<file path="config.mk">
export PLATFORM = sky130hd
export DESIGN_NAME = qam_demapper_param
export DESIGN_NICKNAME = d
export VERILOG_FILES = /design/src/rtl/qam_demapper_param.sv
export SDC_FILE = /design/constraint.sdc
export NUM_CORES = 1
export LEC_CHECK = 0
export CORE_MARGIN = 2
export CORE_UTILIZATION = 57
export DETAILED_ROUTE_END_ITERATION = 8
export PLACE_DENSITY = 0.77
export SLEW_MARGIN = 0
export SYNTH_ARGS = -nofsm -noshare
export SYNTH_HDL_FRONTEND = slang
export SYNTH_SLANG_ARGS = --single-unit
</file>
<file path="constraint.sdc">
create_clock -name sclk -period 3.1 [get_ports sclk]
set_input_delay 0.31 -clock sclk [delete_from_list [all_inputs] [get_ports sclk]]
set_output_delay 0.31 -clock sclk [all_outputs]
set_load 0.01 [all_outputs]
</file>
<file path="src/rtl/qam_demapper_param.sv">
`default_nettype none
// ============================================================================
//  Module   : qam_demapper_param
//  Purpose  : Hard-decision Gray QAM demapper (QPSK / 16QAM / 64QAM, chosen
//             per symbol) followed by a show-ahead FIFO. One symbol clock.
//  Revision : 1.0 - initial release
// ----------------------------------------------------------------------------
//  Parameters
//    IN_W   : I/Q sample width, signed two's complement (>= 4)
//    DEPTH  : FIFO entries, power of two (>= 2)
//  Ports
//    sclk        in   symbol clock, rising edge
//    reset       in   synchronous active-high reset
//    mode[1:0]   in   00 QPSK, 01 16QAM, 10 64QAM, 11 decoded as 16QAM
//    I_in, Q_in  in   signed samples
//    in_valid    in   / in_ready out  : input handshake
//    data_out    out  demapped word, zero while out_valid is low
//    out_valid   out  / out_ready in  : output handshake (FIFO head)
//    fill_count  out  FIFO occupancy
//    overflow    out  sticky: a symbol was offered while in_ready was low
//  Build option
//    QAM_DEMAP_64QAM_EN : when defined, mode 10 performs 64QAM slicing;
//                         otherwise modes 10/11 decode as 16QAM and
//                         data_out[5:4] is always 0.
// ============================================================================
module qam_demapper_param #(
  parameter int IN_W  = 8,
  parameter int DEPTH = 16
) (
  input  logic                           sclk,
  input  logic                           reset,
  input  logic [1:0]                     mode,
  input  logic signed [IN_W-1:0]         I_in,
  input  logic signed [IN_W-1:0]         Q_in,
  input  logic                           in_valid,
  output logic                           in_ready,
  output logic [5:0]                     data_out,
  output logic                           out_valid,
  input  logic                           out_ready,
  output logic [$clog2(DEPTH+1)-1:0]     fill_count,
  output logic                           overflow
);

  localparam int AW    = IN_W - 1;          // magnitude width
  localparam int PTR_W = $clog2(DEPTH);
  localparam int CNT_W = $clog2(DEPTH + 1);

  // Decision thresholds on the folded magnitude, with A = 2^(IN_W-1).
  localparam logic [AW-1:0]    C_HALF  = AW'(1) << (AW - 1);     // A/2
  localparam logic [CNT_W:0]   C_DEPTH = (CNT_W + 1)'(DEPTH);

`ifdef QAM_DEMAP_64QAM_EN
  localparam logic [AW-1:0]    C_QTR   = AW'(1) << (AW - 2);     // A/4
  localparam logic [AW-1:0]    C_3QTR  = C_HALF + C_QTR;         // 3A/4
`endif

  // --------------------------------------------------------------------------
  // Stage 1 register
  // --------------------------------------------------------------------------
  logic [IN_W-1:0] i_q, q_q;
  logic [1:0]      mode_q;
  logic            s1_valid_q;
  logic            overflow_q;

  // --------------------------------------------------------------------------
  // FIFO state
  // --------------------------------------------------------------------------
  logic [5:0]       mem_q [DEPTH];
  logic [PTR_W-1:0] wr_ptr_q, wr_ptr_d;
  logic [PTR_W-1:0] rd_ptr_q, rd_ptr_d;
  logic [CNT_W-1:0] count_q,  count_d;

  logic             w_accept;
  logic             w_wr;
  logic             w_rd;
  logic [CNT_W:0]   w_occ;
  logic [5:0]       w_word;

  // Folding negative values with ~x keeps the magnitude within IN_W-1 bits,
  // so the most negative input maps to the largest magnitude, not overflow.
  function automatic logic [AW-1:0] fold_mag(input logic [IN_W-1:0] x);
    return x[IN_W-1] ? ~x[AW-1:0] : x[AW-1:0];
  endfunction

  // --------------------------------------------------------------------------
  // Flow control. Occupancy counts the word still in stage 1 so that the
  // FIFO can never overflow; out_ready deliberately does not feed in_ready.
  // --------------------------------------------------------------------------
  assign w_occ    = {1'b0, count_q} + {{CNT_W{1'b0}}, s1_valid_q};
  assign in_ready = !reset && (w_occ < C_DEPTH);
  assign w_accept = in_valid && in_ready;

  assign out_valid  = (count_q != '0);
  assign w_wr       = s1_valid_q;
  assign w_rd       = out_valid && out_ready;
  assign data_out   = out_valid ? mem_q[rd_ptr_q] : 6'd0;
  assign fill_count = count_q;
  assign overflow   = overflow_q;

  // --------------------------------------------------------------------------
  // Slicer
  // --------------------------------------------------------------------------
  logic [AW-1:0] w_i_mag, w_q_mag;
  logic          w_i_pos, w_q_pos;
  logic          w_i_lo,  w_q_lo;

  assign w_i_mag = fold_mag(i_q);
  assign w_q_mag = fold_mag(q_q);
  assign w_i_pos = ~i_q[IN_W-1];
  assign w_q_pos = ~q_q[IN_W-1];
  assign w_i_lo  = (w_i_mag < C_HALF);
  assign w_q_lo  = (w_q_mag < C_HALF);

`ifdef QAM_DEMAP_64QAM_EN
  logic w_i_mid, w_q_mid;
  // Third Gray bit: set for the two middle rings of each half-axis.
  assign w_i_mid = (w_i_mag >= C_QTR) && (w_i_mag < C_3QTR);
  assign w_q_mid = (w_q_mag >= C_QTR) && (w_q_mag < C_3QTR);
`endif

  always_comb begin
    w_word = 6'd0;
    case (mode_q)
      2'b00:   w_word[1:0] = {w_i_pos, w_q_pos};
`ifdef QAM_DEMAP_64QAM_EN
      2'b10:   w_word      = {w_i_pos, w_i_lo, w_i_mid, w_q_pos, w_q_lo, w_q_mid};
`endif
      default: w_word[3:0] = {w_i_pos, w_i_lo, w_q_pos, w_q_lo};
    endcase
  end

  // --------------------------------------------------------------------------
  // FIFO next-state
  // --------------------------------------------------------------------------
  always_comb begin
    wr_ptr_d = wr_ptr_q;
    rd_ptr_d = rd_ptr_q;
    count_d  = count_q;
    if (w_wr) begin
      wr_ptr_d = wr_ptr_q + PTR_W'(1);
    end
    if (w_rd) begin
      rd_ptr_d = rd_ptr_q + PTR_W'(1);
    end
    case ({w_wr, w_rd})
      2'b10:   count_d = count_q + CNT_W'(1);
      2'b01:   count_d = count_q - CNT_W'(1);
      default: count_d = count_q;
    endcase
  end

  // --------------------------------------------------------------------------
  // Control and stage-1 registers
  // --------------------------------------------------------------------------
  always_ff @(posedge sclk) begin
    if (reset) begin
      i_q        <= '0;
      q_q        <= '0;
      mode_q     <= 2'b00;
      s1_valid_q <= 1'b0;
      overflow_q <= 1'b0;
      wr_ptr_q   <= '0;
      rd_ptr_q   <= '0;
      count_q    <= '0;
    end else begin
      s1_valid_q <= w_accept;
      if (w_accept) begin
        i_q    <= I_in;
        q_q    <= Q_in;
        mode_q <= mode;
      end
      if (in_valid && !in_ready) begin
        overflow_q <= 1'b1;
      end
      wr_ptr_q <= wr_ptr_d;
      rd_ptr_q <= rd_ptr_d;
      count_q  <= count_d;
    end
  end

  // Storage carries no reset: stale entries are never visible because
  // data_out is gated by the occupancy count.
  always_ff @(posedge sclk) begin
    if (w_wr) begin
      mem_q[wr_ptr_q] <= w_word;
    end
  end

endmodule
`default_nettype wire
</file>
==> run metrics, run 1 <==
outcome=completed; first-pass GRT wire length=10500 um; total inserted antenna cells=0; initial antenna violation count=0; die area=7450 um2; Placer Congestion=0.831; Worst EP required=2.79 ns; Die Ht=86.3 um; DR WL/cell=17.5 um; Placed Cells=352; Worst Hold Class=reg -> reg; worst reg2reg endpoint=fill_count[4]; Least-Margin Pin Slew=1.15 ns; clk_skew=0.00836 ns; distinct cell type count after synthesis=41; Worst Path Arrival=2.56 ns; I/O Buffers=21; post-CTS setup buffers=0; clock latency at the later pin of the worst-skew pair=0.35 ns; r2r setup slk=0.30 ns; Setup Viol. Count Final=0; overall power=3.05 mW; hold_sp=overflow; Seq/Total Area, Yosys=62.7%; final worst path period need=2.87 ns; Max FO, Critical Path=9; Final Non-Filler Cells=368; Longest Clk Path Bufs=2; Worst-path clk slew=0.09 ns; most frequent cells in the layout=edfxtp_1, nor2_1, dfxtp_1, clkdlybuf4s50_1, and2_1; NumNets Final=317; Max VDD drop=0.495 mV; share of the synthesized area in the top cell type=49.8%; CTS tree=done; Post-Syn Instances=261; syn avg cell area=14.8 um2; gr usage total=18.9%; Worst R2R Path Depth=9; max_cap viols=0; synthesized area=3860 um2; fmax=348 MHz; synth warn=0; H-tree levels=3; Slew headroom=23.0%; Hold Crit Depth=2; Final ANT Viol Nets=0; number of remaining DRC errors=0; Critical Setup Path Class=reg -> out; RSZ-0062 raised after global routing=false; Ports=36; Lkg Pwr=1.52 nW; power per standard cell area=706 nW/um2; Die Span X=86.3 um; RR Startpoint=fill_count[3]; area leader, netlist=edfxtp_1; 1st-pass router iterations=7; Fin. Hold Viols=0; largest net degree at the start of global routing=27; fin crit share=92.6%; Sink Count=89; Vias/cell=5.83; Worst Setup End Kind=output pin; most common cell after layout, fill and taps aside=edfxtp_1; Slew Viols, Final=0; hpwl dp=4490 um; layout cells sized above 1=14.1%; Min-Delay Endpoint=overflow; FF+latch count, synth=89; pre-CTS setup slack=0.328 ns; startpoint types=flip-flop; vias in the first global route=2123; Post-Route WL=6420 um; final worst slack=0.228 ns; row cnt=29; Area Overhead vs Synth=11.8%; total gr overflow=0; top cells by area, synth=edfxtp_1, dfxtp_1, mux4_2; DRT iter0 DRCs=125; final setup TNS=0 ns; Num CTS Buffers=9; core area=6460 um2; initial cell density of the core=59.8%; CTS root buf=clkbuf_8; via count=2147
[timing repair]
item | 4_1_cts | 5_1_grt
endpoints found under the hold margin | 0 | 0
resized for setup | 0 | 1
hold buffers | 0 | 0
setup endpoints to repair | 0 | 1
[layer usage]
metal,track usage [%],up-vias,wire length [um]
li1,-,1026,-
met1,25.0,1049,2870
met2,31.1,59,3190
met3,4.19,13,262
met4,7.10,0,102
met5,0,-,0
[worst max-delay path by stage]
stage | startpoint | end
after floorplan | fill_count[1] | fill_count[4]
after global placement | fill_count[3] | fill_count[4]
after detailed placement | fill_count[3] | fill_count[4]
after CTS | flip-flop | data_out[3]
after global routing | flip-flop | data_out[1]
final | flip-flop | data_out[1]
[flip-flops by register name, indices dropped and copies added (netlist names), named ones only]
signal and flops:
s1_valid_q 1, mode_q 2, q_q 2, fill_count 5, rd_ptr_q 4, overflow 1
wr_ptr_q 4, mem_q 64, i_q 2
[critical path: stages, from the launching register on]
cell	delay, ns
dfxtp_1	0.72
mux4_1	0.68
mux2i_1	0.22
a211oi_1	0.10
clkdlybuf4s50_1	0.50
[cells in the mapped netlist]
| cell | count |
|---|---|
| edfxtp_1 | 64 |
| dfxtp_1 | 25 |
| nor2_1 | 25 |
| and2_1 | 16 |
| mux2i_1 | 14 |
| mux4_2 | 11 |
| ha_1 | 9 |
| xor2_1 | 9 |
| a211oi_1 | 8 |
| inv_1 | 8 |
| clkbuf_1 | 6 |
| nand2_1 | 6 |
| mux4_1 | 5 |
| nand4_1 | 5 |
| nor2b_1 | 5 |
| o21ai_0 | 5 |
| buf_2 | 4 |
| a21oi_1 | 3 |
| buf_4 | 3 |
| and3_1 | 2 |
| buf_6 | 2 |
| nand2b_1 | 2 |
| nand4b_1 | 2 |
| nor3_1 | 2 |
| o211ai_1 | 2 |
| or3_1 | 2 |
| xnor2_1 | 2 |
| a2111o_1 | 1 |
| a21o_2 | 1 |
| buf_8 | 1 |
| conb_1 | 1 |
| nand3_1 | 1 |
| nor3b_1 | 1 |
| nor4_1 | 1 |
| o211ai_2 | 1 |
| o21ai_4 | 1 |
| o221ai_1 | 1 |
| o31a_1 | 1 |
| or3b_2 | 1 |
| or4_4 | 1 |
| or4bb_1 | 1 |
[through the flow]
| stage | hold slack (ns) | utilization (%) | instance area [um2] |
|---|---|---|---|
| 4_1_cts | 0.484 | 66.9 | 4320 |
| 6_report | 0.477 | 66.9 | 4320 |
| 3_5_place_dp | 0.463 | 63.9 | 4130 |
| 3_3_place_gp | 0.451 | 63.9 | 4130 |
| 2_1_floorplan | 0.451 | - | 3870 |
| 5_1_grt | 0.535 | 66.9 | 4320 |
[power by group]
group | switching [mW] | internal (mW)
clock | 0.414 | 0.321
sequential | 0.0741 | 1.35
combinational | 0.439 | 0.450
[logic make-up (layout without fill, tap and decap cells)]
logic type	count (synthesis)	count (layout)	share of synthesized area [%]
and+or+nand+nor	73	73	10.2
buffers and inverters	24	53	3.43
DFF	89	89	62.7
adders and majority gates	9	9	2.92
xor gates and xnor gates	11	11	2.49
muxes	30	30	13.4
other	1	2	0.0971
AOI/OAI and AO/OA	24	24	4.70
[area by class of cell]
cell class,instances,area [um2]
inverter,8,30.0
sequential,89,2420
timing repair buffer,29,270
clock inverter,6,50.0
tap,77,96.3
fill,477,2140
clock buffer,10,138
multi-input combinational,149,1310
Note: power is estimated with default switching activity, not from simulation.
==> run 2, diff against run 1 <==
- CAP_MARGIN: default -> 20
- RECOVER_POWER: default -> 100
==> run metrics, run 2 (synthesized netlist as in run 1, its figures left out) <==
outcome=completed; H-tree levels=3; total inserted antenna cells=0; Setup Viol. Count Final=0; Slew Viols, Final=0; CP max-delay cell=dfxtp_1; Lkg Pwr=1.52 nW; Sink Count=89; Logic pwr share=28.1%; Seq pwr share=47.4%; worst stage delay on the critical path=0.71 ns; most frequent cells in the layout=edfxtp_1, nor2_1, dfxtp_1, and2_0, mux2i_1; first-pass GRT wire length=10500 um; I/O Buffers=21; Die Ht=86.3 um; total gr overflow=0; CP bufs+invs=1; core area=6460 um2; Clock power frac=24.5%; Least-Margin Pin Slew=1.13 ns; Num CTS Buffers=9; power per standard cell area=698 nW/um2; Hold Slack=0.473 ns; max_cap viols=0; Max FO, Critical Path=9; Worst-path clk slew=0.09 ns; Post-Layout Inst Area=4310 um2; Placer Congestion=0.831; CTS tree=done; clock latency at the later pin of the worst-skew pair=0.35 ns; initial cell density of the core=59.8%; Longest Clk Path Bufs=2; Final Core Density=66.7%; Biggest register=mem_q; number of remaining DRC errors=0; number of flip-flops under the largest register name=64; final setup TNS=0 ns; Net Sw Frac=30.7%; vias in the first global route=2123; fmax=344 MHz; sw power=0.922 mW; hpwl dp=4490 um; final worst path period need=2.91 ns; final worst slack=0.194 ns; Crit path max-delay family=multiplexers; die area=7450 um2; clk_skew=0.00610 ns; initial antenna violation count=0; Die Span X=86.3 um; crit-path cells=mux4_2 > mux2i_1 > a211oi_1 > dlygate4sd3_1; Ports=36; RSZ-0062 raised after global routing=false; layout cells sized above 1=12.7%; Max VDD drop=0.489 mV; Post-Route WL=6400 um; Vias/cell=5.80; Worst Hold Class=reg -> reg; most common cell after layout, fill and taps aside=edfxtp_1; Critical Setup Path Class=reg -> out; Slew headroom=24.9%; gr usage total=18.9%; CTS root buf=clkbuf_8; pre-CTS setup slack=0.328 ns; Post-DP Area=4130 um2; fin crit share=93.7%; 1st-pass router iterations=4; startpoint types=flip-flop; Final ANT Viol Nets=0; internal power=2.08 mW; Worst Path Arrival=2.60 ns; FILL cells=484; Area Overhead vs Synth=11.5%; largest net degree at the start of global routing=27; DR WL/cell=17.3 um; NumNets Final=318; via count=2140; Worst Setup End Kind=output pin; Worst EP required=2.79 ns; DRT iter0 DRCs=135; Fin. Hold Viols=0; row cnt=29
-- run 2: cell count changes in the layout (fill, tap and decap cells not counted), sizes merged --
cell           previous run  this run
clkdlybuf4s50            21        10
buf                       8         6
dlygate4sd3               0        11
clkbuf                   10        13
-- run 2: metrics by stage --
stage | std cells | total power, mW
finish | 369 | 3.01
CTS | 368 | 3.08
floorplan | 262 | 2.03
global placement | 352 | 2.32
detailed placement | 352 | 2.34
global route | 369 | 3.17
-- run 2: layer usage --
| metal | track usage (%) | vias up | part of all wire, % |
|---|---|---|---|
| met4 | 7.10 | 0 | 1.2 |
| met1 | 25.0 | 1047 | 44 |
| met2 | 31.1 | 56 | 50 |
| met5 | 0 | - | 0 |
| li1 | - | 1028 | - |
| met3 | 4.19 | 9 | 4.4 |
-- run 2: repair_timing --
action                                 in CTS  in global routing
endpoints found under the hold margin       0                  0
setup endpoints to repair                   0                  1
buffers inserted                            0                  0
hold buffers                                0                  0
resized for setup                           0                  1
-- run 2: final timing paths --
check / slack, ns / endpoint / startpoint / depth (start not counted)
min reg2reg: 0.47 / overflow / overflow / 2
min: 0.47 / overflow / overflow / 2
max reg2reg: 0.20 / fill_count[4] / fill_count[3] / 9
max: 0.19 / data_out[0] / flip-flop / 4
-- run 2: layout make-up --
| class | count | area [um2] | area share (%) |
|---|---|---|---|
| clock buffer | 10 | 138 | 3.20 |
| clock inverter | 6 | 50.0 | 1.16 |
| inverter | 8 | 30.0 | 0.697 |
| multi-input combinational | 149 | 1300 | 30.2 |
| sequential | 89 | 2420 | 56.3 |
| tap | 77 | 96.3 | 2.24 |
| timing repair buffer | 30 | 267 | 6.19 |
-- run 2: tightest hold or removal path, cell delays in order (launching register included) --
cell and delay (ns):
dfxtp_1 0.34, a21oi_1 0.04, nor2_1 0.07
-- run 2: power by group through the flow --
stage / registers, mW / clock network, mW / logic [mW]
finish: 1.42 / 0.737 / 0.846
global route: 1.44 / 0.806 / 0.923
CTS: 1.43 / 0.759 / 0.892
detailed placement: 1.45 / 0 / 0.889
global placement: 1.45 / 0 / 0.869
floorplan: 1.43 / 0 / 0.594
==> run 3, diff against run 2 <==
- CORE_MARGIN: 2 -> 4
- SKIP_LAST_GASP: default -> 1
==> run metrics, run 3 (synthesized netlist as in run 1, its figures left out) <==
startpoint types=flip-flop; Biggest register=mem_q; Worst-path clk slew=0.08 ns; via count=2145; first-pass GRT wire length=10900 um; die area=8160 um2; row cnt=29; pre-CTS setup slack=0.351 ns; internal power=2.25 mW; fin crit share=94.4%; Seq pwr share=45.2%; final setup TNS=0 ns; hpwl dp=4510 um; cts repair resizes=0; Area Overhead vs Synth=12.3%; Placer Congestion=0.743; max_cap viols=0; CTS root buf=clkbuf_8; Max VDD drop=0.401 mV; Lkg Pwr=1.53 nW; H-tree levels=3; total gr overflow=0; Placed Cells=352; FILL cells=477; worst reg2reg endpoint=fill_count[4]; initial antenna violation count=0; Critical Setup Path Class=reg -> out; Sink Count=89; RR Startpoint=fill_count[3]; Final Non-Filler Cells=369; final worst path period need=2.93 ns; r2r setup slk=0.22 ns; Setup Viol. Count Final=0; Post-Route WL=6570 um; clock latency at the later pin of the worst-skew pair=0.34 ns; Min-Delay Endpoint=overflow; outcome=complete, but fails checks; Vias/cell=5.81; Worst Hold Class=reg -> reg; GRT Max-Usage Layer=met2; Worst EP required=2.79 ns; CTS tree=done; met1 Use GR=22.5%; DRT iter0 DRCs=113; Slew Viols, Final=0; DR WL/cell=17.8 um; Longest Clk Path Bufs=2; hold_sp=overflow; Max FO, Critical Path=10; clk_skew=0.00856 ns; Worst R2R Path Depth=9; Net Sw Frac=28.4%; core area=6460 um2; gr usage total=17.2%; Die Ht=90.3 um; most frequent cells in the layout=edfxtp_1, nor2_1, dfxtp_1, and2_0, mux2i_1; largest net degree at the start of global routing=27; met2 Track Usage GR=28.4%; initial cell density of the core=59.8%; final worst slack=0.172 ns; failing checks=DRC; met3 usage=2.83%; Hold Slack=0.487 ns; Least-Margin Pin Slew=1.15 ns; Die Span X=90.3 um; Logic pwr share=27.6%; Clock power frac=27.2%; I/O Buffers=21; layout cells sized above 1=12.0%; 1st-pass router iterations=6; Fin. Hold Viols=0; fmax=342 MHz; hold_buf cts=0; Hold Crit Depth=2; NumNets Final=318; RSZ-0062 raised after global routing=false; vias in the first global route=2222; Final Core Density=67.2%; sw power=0.891 mW; Final ANT Viol Nets=0; Num CTS Buffers=9; number of remaining DRC errors=2; total inserted antenna cells=0; number of flip-flops under the largest register name=64; post-CTS setup buffers=0; Ports=36; Slew headroom=23.0%; Worst Path Arrival=2.62 ns; power per standard cell area=723 nW/um2; Worst Setup End Kind=output pin; most common cell after layout, fill and taps aside=edfxtp_1
==> run 3: cell count changes in the layout (fill, tap and decap cells not counted) <==
| cell | delta |
|---|---|
| bufinv_16 | +2 |
| clkinvlp_4 | -2 |
| clkbuf_1 | +1 |
| dfxtp_2 | -1 |
| clkinv_4 | -1 |
| inv_6 | -2 |
| dfxtp_1 | +1 |
| dlygate4sd3_1 | -2 |
| clkinv_2 | +2 |
| clkdlybuf4s50_1 | +2 |
==> run 3: worst max-delay path, cell delays in order (launching register included) <==
cell             delay (ns)
dfxtp_1                0.72
mux4_2                 0.58
nor2b_1                0.14
a211oi_1               0.24
a211oi_1               0.09
clkdlybuf4s50_1        0.50
==> run 3: final cells by class <==
class	count	area [um2]	area share (%)
sequential	89	2420	55.8
timing repair buffer	30	267	6.14
clock inverter	5	78.8	1.82
tap	77	96.3	2.22
clock buffer	11	141	3.26
multi-input combinational	149	1300	30.0
inverter	8	30.0	0.692
==> run 3: worst max-delay path by stage <==
stage / start / end / slack, ns / cells after the start
floorplan: fill_count[1] / fill_count[4] / 0.29 / 12
global placement: fill_count[3] / fill_count[4] / 0.39 / 9
detailed placement: fill_count[3] / fill_count[4] / 0.35 / 9
CTS: flip-flop / data_out[3] / 0.12 / 5
global route: flip-flop / data_out[2] / 0.009 / 5
finish: flip-flop / data_out[3] / 0.17 / 5
==> run 3: metrics by stage <==
stage	total power [mW]	area (um2)
after floorplan	2.03	3870
after global placement	2.33	4130
after detailed placement	2.35	4130
after CTS	3.20	4350
after global routing	3.30	4340
final	3.14	4340
==> run 3: metal layers <==
metal  wire length, um  vias to the layer above
li1                  -                     1023
met1              2970                     1061
met2              3290                       54
met3               235                        7
met4                77                        0
met5                 0                        -
==> run 3: power groups by stage <==
stage               Combinational, mW  Sequential, mW  Clock (mW)
floorplan                       0.594            1.43           0
global placement                0.882            1.45           0
detailed placement              0.903            1.45           0
CTS                             0.908            1.42       0.870
global route                    0.953            1.43       0.918
finish                          0.865            1.42       0.853
